[src/rtl/rsb_ckpt_if.sv]
// ---------------------------------------------------------------------------
// rsb_ckpt_if : fetch-side bundle for the return-address stack predictor.
//
// Carries the per-slot decode info of one fetch bundle, the repair request
// from the commit/branch unit and the predictor's outputs (prediction,
// checkpoint export and overflow/underflow pulses).
//
//   master : fetch/commit side, drives slot info and restore, reads results
//   slave  : the predictor (rsb_ckpt)
// ---------------------------------------------------------------------------
interface rsb_ckpt_if #(
    parameter int AMSB   = 79,
    parameter int QSLOTS = 3,
    parameter int PW     = 4
);
    logic [5:0]              regLR;
    logic [QSLOTS-1:0]       queuedOn;
    logic [QSLOTS-1:0]       jal;
    logic [QSLOTS-1:0]       call;
    logic [QSLOTS-1:0]       ret;
    logic [QSLOTS-1:0][6:0]  Ra;
    logic [QSLOTS-1:0][6:0]  Rd;
    logic [AMSB:0]           ip;

    logic                    restore;
    logic [PW-1:0]           restore_ptr;
    logic [PW:0]             restore_cnt;
    logic [AMSB:0]           restore_top;

    logic [AMSB:0]           ra;
    logic                    ra_valid;
    logic                    ckpt_vld;
    logic [1:0]              ckpt_slot;
    logic [PW-1:0]           ckpt_ptr;
    logic [PW:0]             ckpt_cnt;
    logic [AMSB:0]           ckpt_top;
    logic                    overflow;
    logic                    underflow;

    modport master (
        output regLR, queuedOn, jal, call, ret, Ra, Rd, ip,
        output restore, restore_ptr, restore_cnt, restore_top,
        input  ra, ra_valid, ckpt_vld, ckpt_slot, ckpt_ptr, ckpt_cnt,
        input  ckpt_top, overflow, underflow
    );

    modport slave (
        input  regLR, queuedOn, jal, call, ret, Ra, Rd, ip,
        input  restore, restore_ptr, restore_cnt, restore_top,
        output ra, ra_valid, ckpt_vld, ckpt_slot, ckpt_ptr, ckpt_cnt,
        output ckpt_top, overflow, underflow
    );
endinterface

[src/rtl/rsb_ckpt.sv]
// ---------------------------------------------------------------------------
// rsb_ckpt : return-address stack predictor with checkpoint/restore.
//
// Updated at fetch time. Of the QSLOTS queued instructions in a bundle, the
// lowest slot that touches the stack acts: calls / link JALs push the return
// address, returns / link-source JALs pop, a JAL that does both swaps the
// top. Each acting update exports the pre-update pointer, occupancy and top
// entry so the commit/branch unit can repair the stack exactly later.
//
// Ports:
//   clk  - clock
//   rst  - asynchronous active-low reset
//   bus  - rsb_ckpt_if.slave
//          in : regLR, queuedOn, jal, call, ret, Ra, Rd, ip,
//               restore, restore_ptr, restore_cnt, restore_top
//          out: ra, ra_valid (combinational from current state)
//               ckpt_vld, ckpt_slot, ckpt_ptr, ckpt_cnt, ckpt_top,
//               overflow, underflow (registered, one-cycle)
// ---------------------------------------------------------------------------
module rsb_ckpt #(
    parameter int            AMSB   = 79,
    parameter int            DEPTH  = 16,
    parameter int            QSLOTS = 3,
    parameter logic [AMSB:0] RSTPC  = 80'hFFFFFFFFFFFFFFFC0100,
    localparam int           PW     = $clog2(DEPTH)
) (
    input  logic       clk,
    input  logic       rst,
    rsb_ckpt_if.slave  bus
);

    logic [AMSB:0]   ras [DEPTH];
    logic [PW-1:0]   rasp;
    logic [PW:0]     count;

    logic            ckpt_vld_q;
    logic [1:0]      ckpt_slot_q;
    logic [PW-1:0]   ckpt_ptr_q;
    logic [PW:0]     ckpt_cnt_q;
    logic [AMSB:0]   ckpt_top_q;
    logic            overflow_q;
    logic            underflow_q;

    logic [QSLOTS-1:0] slot_push;
    logic [QSLOTS-1:0] slot_pop;
    logic [AMSB:0]     slot_addr [QSLOTS];

    logic              act;
    logic [1:0]        act_slot;
    logic              act_push;
    logic              act_pop;
    logic [AMSB:0]     act_addr;

    logic [AMSB-4:0]   ip_hi;
    logic [AMSB-4:0]   ip_hi_inc;

    // Low nibble of ip and register-number bit 6 carry no stack meaning.
    logic              unused_bits;
    assign unused_bits = ^{bus.ip[3:0], bus.Ra, bus.Rd};

    assign ip_hi     = bus.ip[AMSB:4];
    // Carry out of AMSB is dropped: a bundle at the top of the address
    // space returns to address zero.
    assign ip_hi_inc = ip_hi + (AMSB-3)'(1);

    always_comb begin
        for (int s = 0; s < QSLOTS; s++) begin
            slot_push[s] = bus.queuedOn[s] &
                           (bus.call[s] | (bus.jal[s] & (bus.Rd[s][5:0] == bus.regLR)));
            slot_pop[s]  = bus.queuedOn[s] &
                           (bus.ret[s]  | (bus.jal[s] & (bus.Ra[s][5:0] == bus.regLR)));
            // Inner slots return into the same 16-byte bundle; the last
            // slot's return address is the start of the next bundle.
            if (s == QSLOTS - 1)
                slot_addr[s] = {ip_hi_inc, 4'h0};
            else
                slot_addr[s] = {ip_hi, 4'(5 * (s + 1))};
        end
    end

    // Lowest modifying slot wins: fetch redirects on it, so anything after
    // it in the bundle is on the wrong path.
    always_comb begin
        act      = 1'b0;
        act_slot = 2'd0;
        act_push = 1'b0;
        act_pop  = 1'b0;
        act_addr = '0;
        for (int s = 0; s < QSLOTS; s++) begin
            if (!act && (slot_push[s] | slot_pop[s])) begin
                act      = 1'b1;
                act_slot = 2'(s);
                act_push = slot_push[s];
                act_pop  = slot_pop[s];
                act_addr = slot_addr[s];
            end
        end
    end

    always_ff @(posedge clk or negedge rst) begin
        if (!rst) begin
            for (int i = 0; i < DEPTH; i++)
                ras[i] <= RSTPC;
            rasp        <= '0;
            count       <= '0;
            ckpt_vld_q  <= 1'b0;
            ckpt_slot_q <= 2'd0;
            ckpt_ptr_q  <= '0;
            ckpt_cnt_q  <= '0;
            ckpt_top_q  <= RSTPC;
            overflow_q  <= 1'b0;
            underflow_q <= 1'b0;
        end else begin
            ckpt_vld_q  <= 1'b0;
            overflow_q  <= 1'b0;
            underflow_q <= 1'b0;
            if (bus.restore) begin
                rasp                  <= bus.restore_ptr;
                count                 <= bus.restore_cnt;
                ras[bus.restore_ptr]  <= bus.restore_top;
            end else if (act) begin
                ckpt_vld_q  <= 1'b1;
                ckpt_slot_q <= act_slot;
                ckpt_ptr_q  <= rasp;
                ckpt_cnt_q  <= count;
                ckpt_top_q  <= ras[rasp];
                if (act_push && act_pop) begin
                    ras[rasp] <= act_addr;
                end else if (act_push) begin
                    // When full the write wraps onto the oldest entry.
                    ras[rasp - PW'(1)] <= act_addr;
                    rasp               <= rasp - PW'(1);
                    if (count == (PW+1)'(DEPTH))
                        overflow_q <= 1'b1;
                    else
                        count <= count + (PW+1)'(1);
                end else begin
                    if (count != '0) begin
                        rasp  <= rasp + PW'(1);
                        count <= count - (PW+1)'(1);
                    end else begin
                        underflow_q <= 1'b1;
                    end
                end
            end
        end
    end

    assign bus.ra        = ras[rasp];
    assign bus.ra_valid  = (count != '0);
    assign bus.ckpt_vld  = ckpt_vld_q;
    assign bus.ckpt_slot = ckpt_slot_q;
    assign bus.ckpt_ptr  = ckpt_ptr_q;
    assign bus.ckpt_cnt  = ckpt_cnt_q;
    assign bus.ckpt_top  = ckpt_top_q;
    assign bus.overflow  = overflow_q;
    assign bus.underflow = underflow_q;

endmodule

[src/flat_wrapper.sv]
// flat-port wrapper written by rule: the top's interface ports become plain ports
module rsb_ckpt_flat 
#(
    parameter int            AMSB   = 79,
    parameter int            DEPTH  = 16,
    parameter int            QSLOTS = 3,
    parameter logic [AMSB:0] RSTPC  = 80'hFFFFFFFFFFFFFFFC0100,
    localparam int           PW     = $clog2(DEPTH)
)
  (clk, rst, bus_regLR, bus_queuedOn, bus_jal, bus_call, bus_ret, bus_Ra, bus_Rd, bus_ip, bus_restore, bus_restore_ptr, bus_restore_cnt, bus_restore_top, bus_ra, bus_ra_valid, bus_ckpt_vld, bus_ckpt_slot, bus_ckpt_ptr, bus_ckpt_cnt, bus_ckpt_top, bus_overflow, bus_underflow);
  rsb_ckpt_if #(.AMSB(AMSB), .QSLOTS(QSLOTS), .PW((4))) bus_i ();
  input  logic clk;
  input  logic rst;
  input wire logic [$bits(bus_i.regLR)-1:0] bus_regLR;
  input wire logic [$bits(bus_i.queuedOn)-1:0] bus_queuedOn;
  input wire logic [$bits(bus_i.jal)-1:0] bus_jal;
  input wire logic [$bits(bus_i.call)-1:0] bus_call;
  input wire logic [$bits(bus_i.ret)-1:0] bus_ret;
  input wire logic [$bits(bus_i.Ra)-1:0] bus_Ra;
  input wire logic [$bits(bus_i.Rd)-1:0] bus_Rd;
  input wire logic [$bits(bus_i.ip)-1:0] bus_ip;
  input wire logic [$bits(bus_i.restore)-1:0] bus_restore;
  input wire logic [$bits(bus_i.restore_ptr)-1:0] bus_restore_ptr;
  input wire logic [$bits(bus_i.restore_cnt)-1:0] bus_restore_cnt;
  input wire logic [$bits(bus_i.restore_top)-1:0] bus_restore_top;
  output wire logic [$bits(bus_i.ra)-1:0] bus_ra;
  output wire logic [$bits(bus_i.ra_valid)-1:0] bus_ra_valid;
  output wire logic [$bits(bus_i.ckpt_vld)-1:0] bus_ckpt_vld;
  output wire logic [$bits(bus_i.ckpt_slot)-1:0] bus_ckpt_slot;
  output wire logic [$bits(bus_i.ckpt_ptr)-1:0] bus_ckpt_ptr;
  output wire logic [$bits(bus_i.ckpt_cnt)-1:0] bus_ckpt_cnt;
  output wire logic [$bits(bus_i.ckpt_top)-1:0] bus_ckpt_top;
  output wire logic [$bits(bus_i.overflow)-1:0] bus_overflow;
  output wire logic [$bits(bus_i.underflow)-1:0] bus_underflow;
  assign bus_i.regLR = bus_regLR;
  assign bus_i.queuedOn = bus_queuedOn;
  assign bus_i.jal = bus_jal;
  assign bus_i.call = bus_call;
  assign bus_i.ret = bus_ret;
  assign bus_i.Ra = bus_Ra;
  assign bus_i.Rd = bus_Rd;
  assign bus_i.ip = bus_ip;
  assign bus_i.restore = bus_restore;
  assign bus_i.restore_ptr = bus_restore_ptr;
  assign bus_i.restore_cnt = bus_restore_cnt;
  assign bus_i.restore_top = bus_restore_top;
  assign bus_ra = bus_i.ra;
  assign bus_ra_valid = bus_i.ra_valid;
  assign bus_ckpt_vld = bus_i.ckpt_vld;
  assign bus_ckpt_slot = bus_i.ckpt_slot;
  assign bus_ckpt_ptr = bus_i.ckpt_ptr;
  assign bus_ckpt_cnt = bus_i.ckpt_cnt;
  assign bus_ckpt_top = bus_i.ckpt_top;
  assign bus_overflow = bus_i.overflow;
  assign bus_underflow = bus_i.underflow;
  rsb_ckpt #(.AMSB(AMSB), .DEPTH(DEPTH), .QSLOTS(QSLOTS), .RSTPC(RSTPC)) u_core (.clk(clk), .rst(rst), .bus(bus_i));
endmodule
[config.mk]
export PLATFORM = sky130hd
export DESIGN_NAME = rsb_ckpt_flat
export DESIGN_NICKNAME = d
export VERILOG_FILES = /design/src/rtl/rsb_ckpt_if.sv /design/src/rtl/rsb_ckpt.sv /design/src/flat_wrapper.sv
export SDC_FILE = /design/constraint.sdc
export NUM_CORES = 2
export LEC_CHECK = 0
export BUFFER_PORTS_ARGS = -buffer_cell sky130_fd_sc_hd__buf_2
export CORE_MARGIN = 2
export CORE_UTILIZATION = 56
export DETAILED_ROUTE_END_ITERATION = 10
export PLACE_DENSITY = 0.74
export SLEW_MARGIN = 20
export SYNTH_ARGS = -nofsm -noshare
export SYNTH_HDL_FRONTEND = slang
export SYNTH_SLANG_ARGS = --single-unit
[constraint.sdc]
create_clock -name clk -period 9.02 [get_ports clk]
set_input_delay 0.451 -clock clk [delete_from_list [all_inputs] [get_ports clk]]
set_output_delay 0.451 -clock clk [all_outputs]
set_load 0.03 [all_outputs]
==> flow_summary.yaml <==
status:
  status: "complete, no violations"
hold_path:
  min_from: "bus_restore_ptr[0]"
  hold_class: "input port to register"
clocking:
  cts.sinks: 1383
  cts_made_buffers: 153
  cts_tree: "done"
  clk_latency_ns: 0.80
  cts.htree.levels: 4
  clkTransAtPathRegs_ns: 0.06
  ctsHoldBuffers: 4
  cts_resized: 0
  cts-root-buf: "clkbuf_16"
  cts_setup_buffers: 0
  clk_path_buf_depth: 3
floorplanning:
  die_x_um: 372
  rows: 134
  die_y_um: 372
  initial_core_util_pct: 56.6
  core_area_um2: 134000
  die_area_um2: 138000
  io_pins: 407
yosys:
  synthesis.nets: 6123
  async_flop_share_pct: 100
  synth_edf_count: 0
  ys_top_cells_by_area: "dfstp_2 37%, mux2_2 17%, mux4_2 12%, o22ai_1 11%, dfrtp_1 10%"
  synth_top_area_share_pct: 37.1
  synth_area_um2: 75800
  yosysTopAreaCell: "dfstp_2"
  synth_cells: 5884
  syn_area_per_cell_um2: 12.9
  synth_ff_type: "dfstp_2"
  yosysSeqAreaShare_pct: 47.4
  synth-seq-cells: 1383
  yosysUniqueCellTypes: 60
  ys.warnings.count: 0
sta:
  min_period_over_period_pct: 67.6
  slew_headroom_pct: 13.2
  setup_viol: 0
  worstMarginPinSlew_ns: 1.30
  max_freq_mhz: 164
  finalCriticalPeriod_ns: 6.10
  rsz0062_at_grt: "no"
  finalHoldViolCount: 0
  fin_tns_setup_ns: 0
  slew_violations: 0
  clock-skew-final_ns: 0.0274
setup_path:
  slowest_stage: "dfrtp_4"
  critical_path.max_fanout: 87
  cp_data_arrival_time_ns: 5.65
  critical_path_required_ns: 8.57
  path_class: "register to primary output"
  cpPeakStageDelay_ns: 0.97
  critical_path.endpoint_type: "primary output"
  rr_startpoint: "u_core.rasp[1]"
  crit_path_start_kind: "register"
  crit_path_start: "u_core.rasp[0]"
  worstPathCellList: "buf_12 -> buf_4 -> buf_4 -> mux4_2 -> mux4_2 -> buf_2"
detailed_routing:
  routed_wl_um: 283000
  drtIter0Drc: 8693
  postRouteAntennaNets: 0
  drc: 0
  wire_per_inst_um: 36.6
  drtPass1Iterations: 8
  vias: 60900
  vias_per_cell: 7.86
power_and_ir_drop:
  p_per_area_nw_per_um2: 215
  ir_drop_v: 0.000164
  p_leak_nw: 32.9
global_routing:
  grtUsageMet2_pct: 57.5
  grt_pass1_vias: 60900
  antenna_found_initial: 30
  grt_util_met1_pct: 51.3
  grt_pass1_wl_um: 407000
  use_met3_pct: 15.2
  busiest_layer: "met2"
  grt_max_degree: 182
  grt_overflow: 0
  track_usage_pct: 40.1
layout:
  final_nets: 6075
  ff_latch_area_um2: 36000
  multiInputGateArea_um2: 37100
  final_common_cell: "o22ai_1"
  drive_gt1_share_pct: 57.6
  final_cell_area_um2: 83600
  final_cell_mix: "1280 x o22ai_1, 1132 x mux2_2, 1071 x dfstp_2, 400 x mux4_2, 394 x buf_2"
  syn2layout_area_growth_pct: 10.3
  nFillCells: 10200
placed_design:
  dp_hpwl_um: 149000
  io_buffer_count: 396
  place_congestion: 0.916
  placed_area_um2: 78400
flow_run:
  maxCapViolations: 0
==> cells in the mapped netlist (6+ instances only) <==
master / count
o22ai_1: 1280
mux2_2: 1134
dfstp_2: 1071
clkbuf_1: 499
mux4_2: 400
dfrtp_1: 312
mux2_1: 257
nand2_1: 206
buf_2: 88
buf_4: 72
buf_1: 65
nand3_1: 53
nor2_1: 40
xnor2_1: 39
o21ai_0: 38
xor2_1: 34
nor3_1: 32
nor4_1: 31
nand4_1: 29
o21ai_1: 20
o22ai_2: 16
a21oi_1: 14
inv_1: 14
nor2b_1: 11
and2_1: 10
a21o_1: 9
or4_1: 9
and3_1: 8
ha_1: 7
or2_2: 7
or3_1: 7
o211ai_1: 6
==> logic make-up after synthesis <==
logic type               count (synthesis)  synth area share, %
AND/OR/NAND/NOR                        463                 2.94
flip-flops                            1383                 47.4
XOR/XNOR                                73                0.844
buffers and inverters                  742                 4.20
multiplexers                          1793                 32.6
adder cells (fa/ha/maj)                  7                0.116
AO/OA/AOI/OAI                         1423                 11.9
==> metrics by stage <==
stage          hold WS, ns  power, W  std cells  worst slack, ns  utilization [%]
6_report            0.0362    0.0180       7741             2.92             62.4
4_1_cts             0.0156    0.0179       7727             2.87             62.4
2_1_floorplan        0.155    0.0100       5884             5.23                -
5_1_grt             0.0577    0.0184       7730             2.63             62.4
3_3_place_gp         0.462    0.0114       7445             2.69             58.5
3_5_place_dp         0.473    0.0115       7445             2.64             58.5
==> worst paths after layout <==
path                                             to  slack [ns]  depth (start not counted)
worst min-delay path                 u_core.rasp[0]        0.04                          3
max in group asynchronous           u_core.ras[985]        6.37                          4
worst min register to register      u_core.ras[977]        0.49                          1
worst max-delay path                     bus_ra[27]        2.92                          6
worst max register to register       u_core.ras[91]        3.61                          7
min in group asynchronous       u_core.bus.ckpt_vld        0.36                          2
==> final cells by class <==
type,instances,area share (%)
multi-input combinational,3759,44.4
sequential,1383,43.0
clock buffer,237,5.52
timing repair buffer,523,3.74
tap,1768,2.65
clock inverter,41,0.560
inverter,16,0.0823
antenna,14,0.0419
==> report_power, final <==
group / internal (W) / switching, W
Clock: 0.00375 / 0.00268
Combinational: 0.00147 / 0.00262
Sequential: 0.00712 / 0.000376
Total: 0.0123 / 0.00568
==> metal layers <==
metal	routed length (um)	up-vias
li1	-	22900
met1	100000	31100
met2	121000	5332
met3	41700	1425
met4	20500	38
met5	461	-
==> critical path, delay by kind of cell (launching register included) <==
kind,cells,cell delay (ns)
DFF,1,0.97
muxes,2,1.17
buffers and inverters,4,2.52
==> flip-flops by register name, indices dropped and copies added (netlist names), 2 cells and up <==
signal	flops
u_core.bus.ckpt_top	80
u_core.ras	1280
u_core.bus.ckpt_slot	2
u_core.bus.ckpt_ptr	4
u_core.bus.ckpt_cnt	5
u_core.rasp	4
u_core.count	5
(Power assumes the default switching activity.)
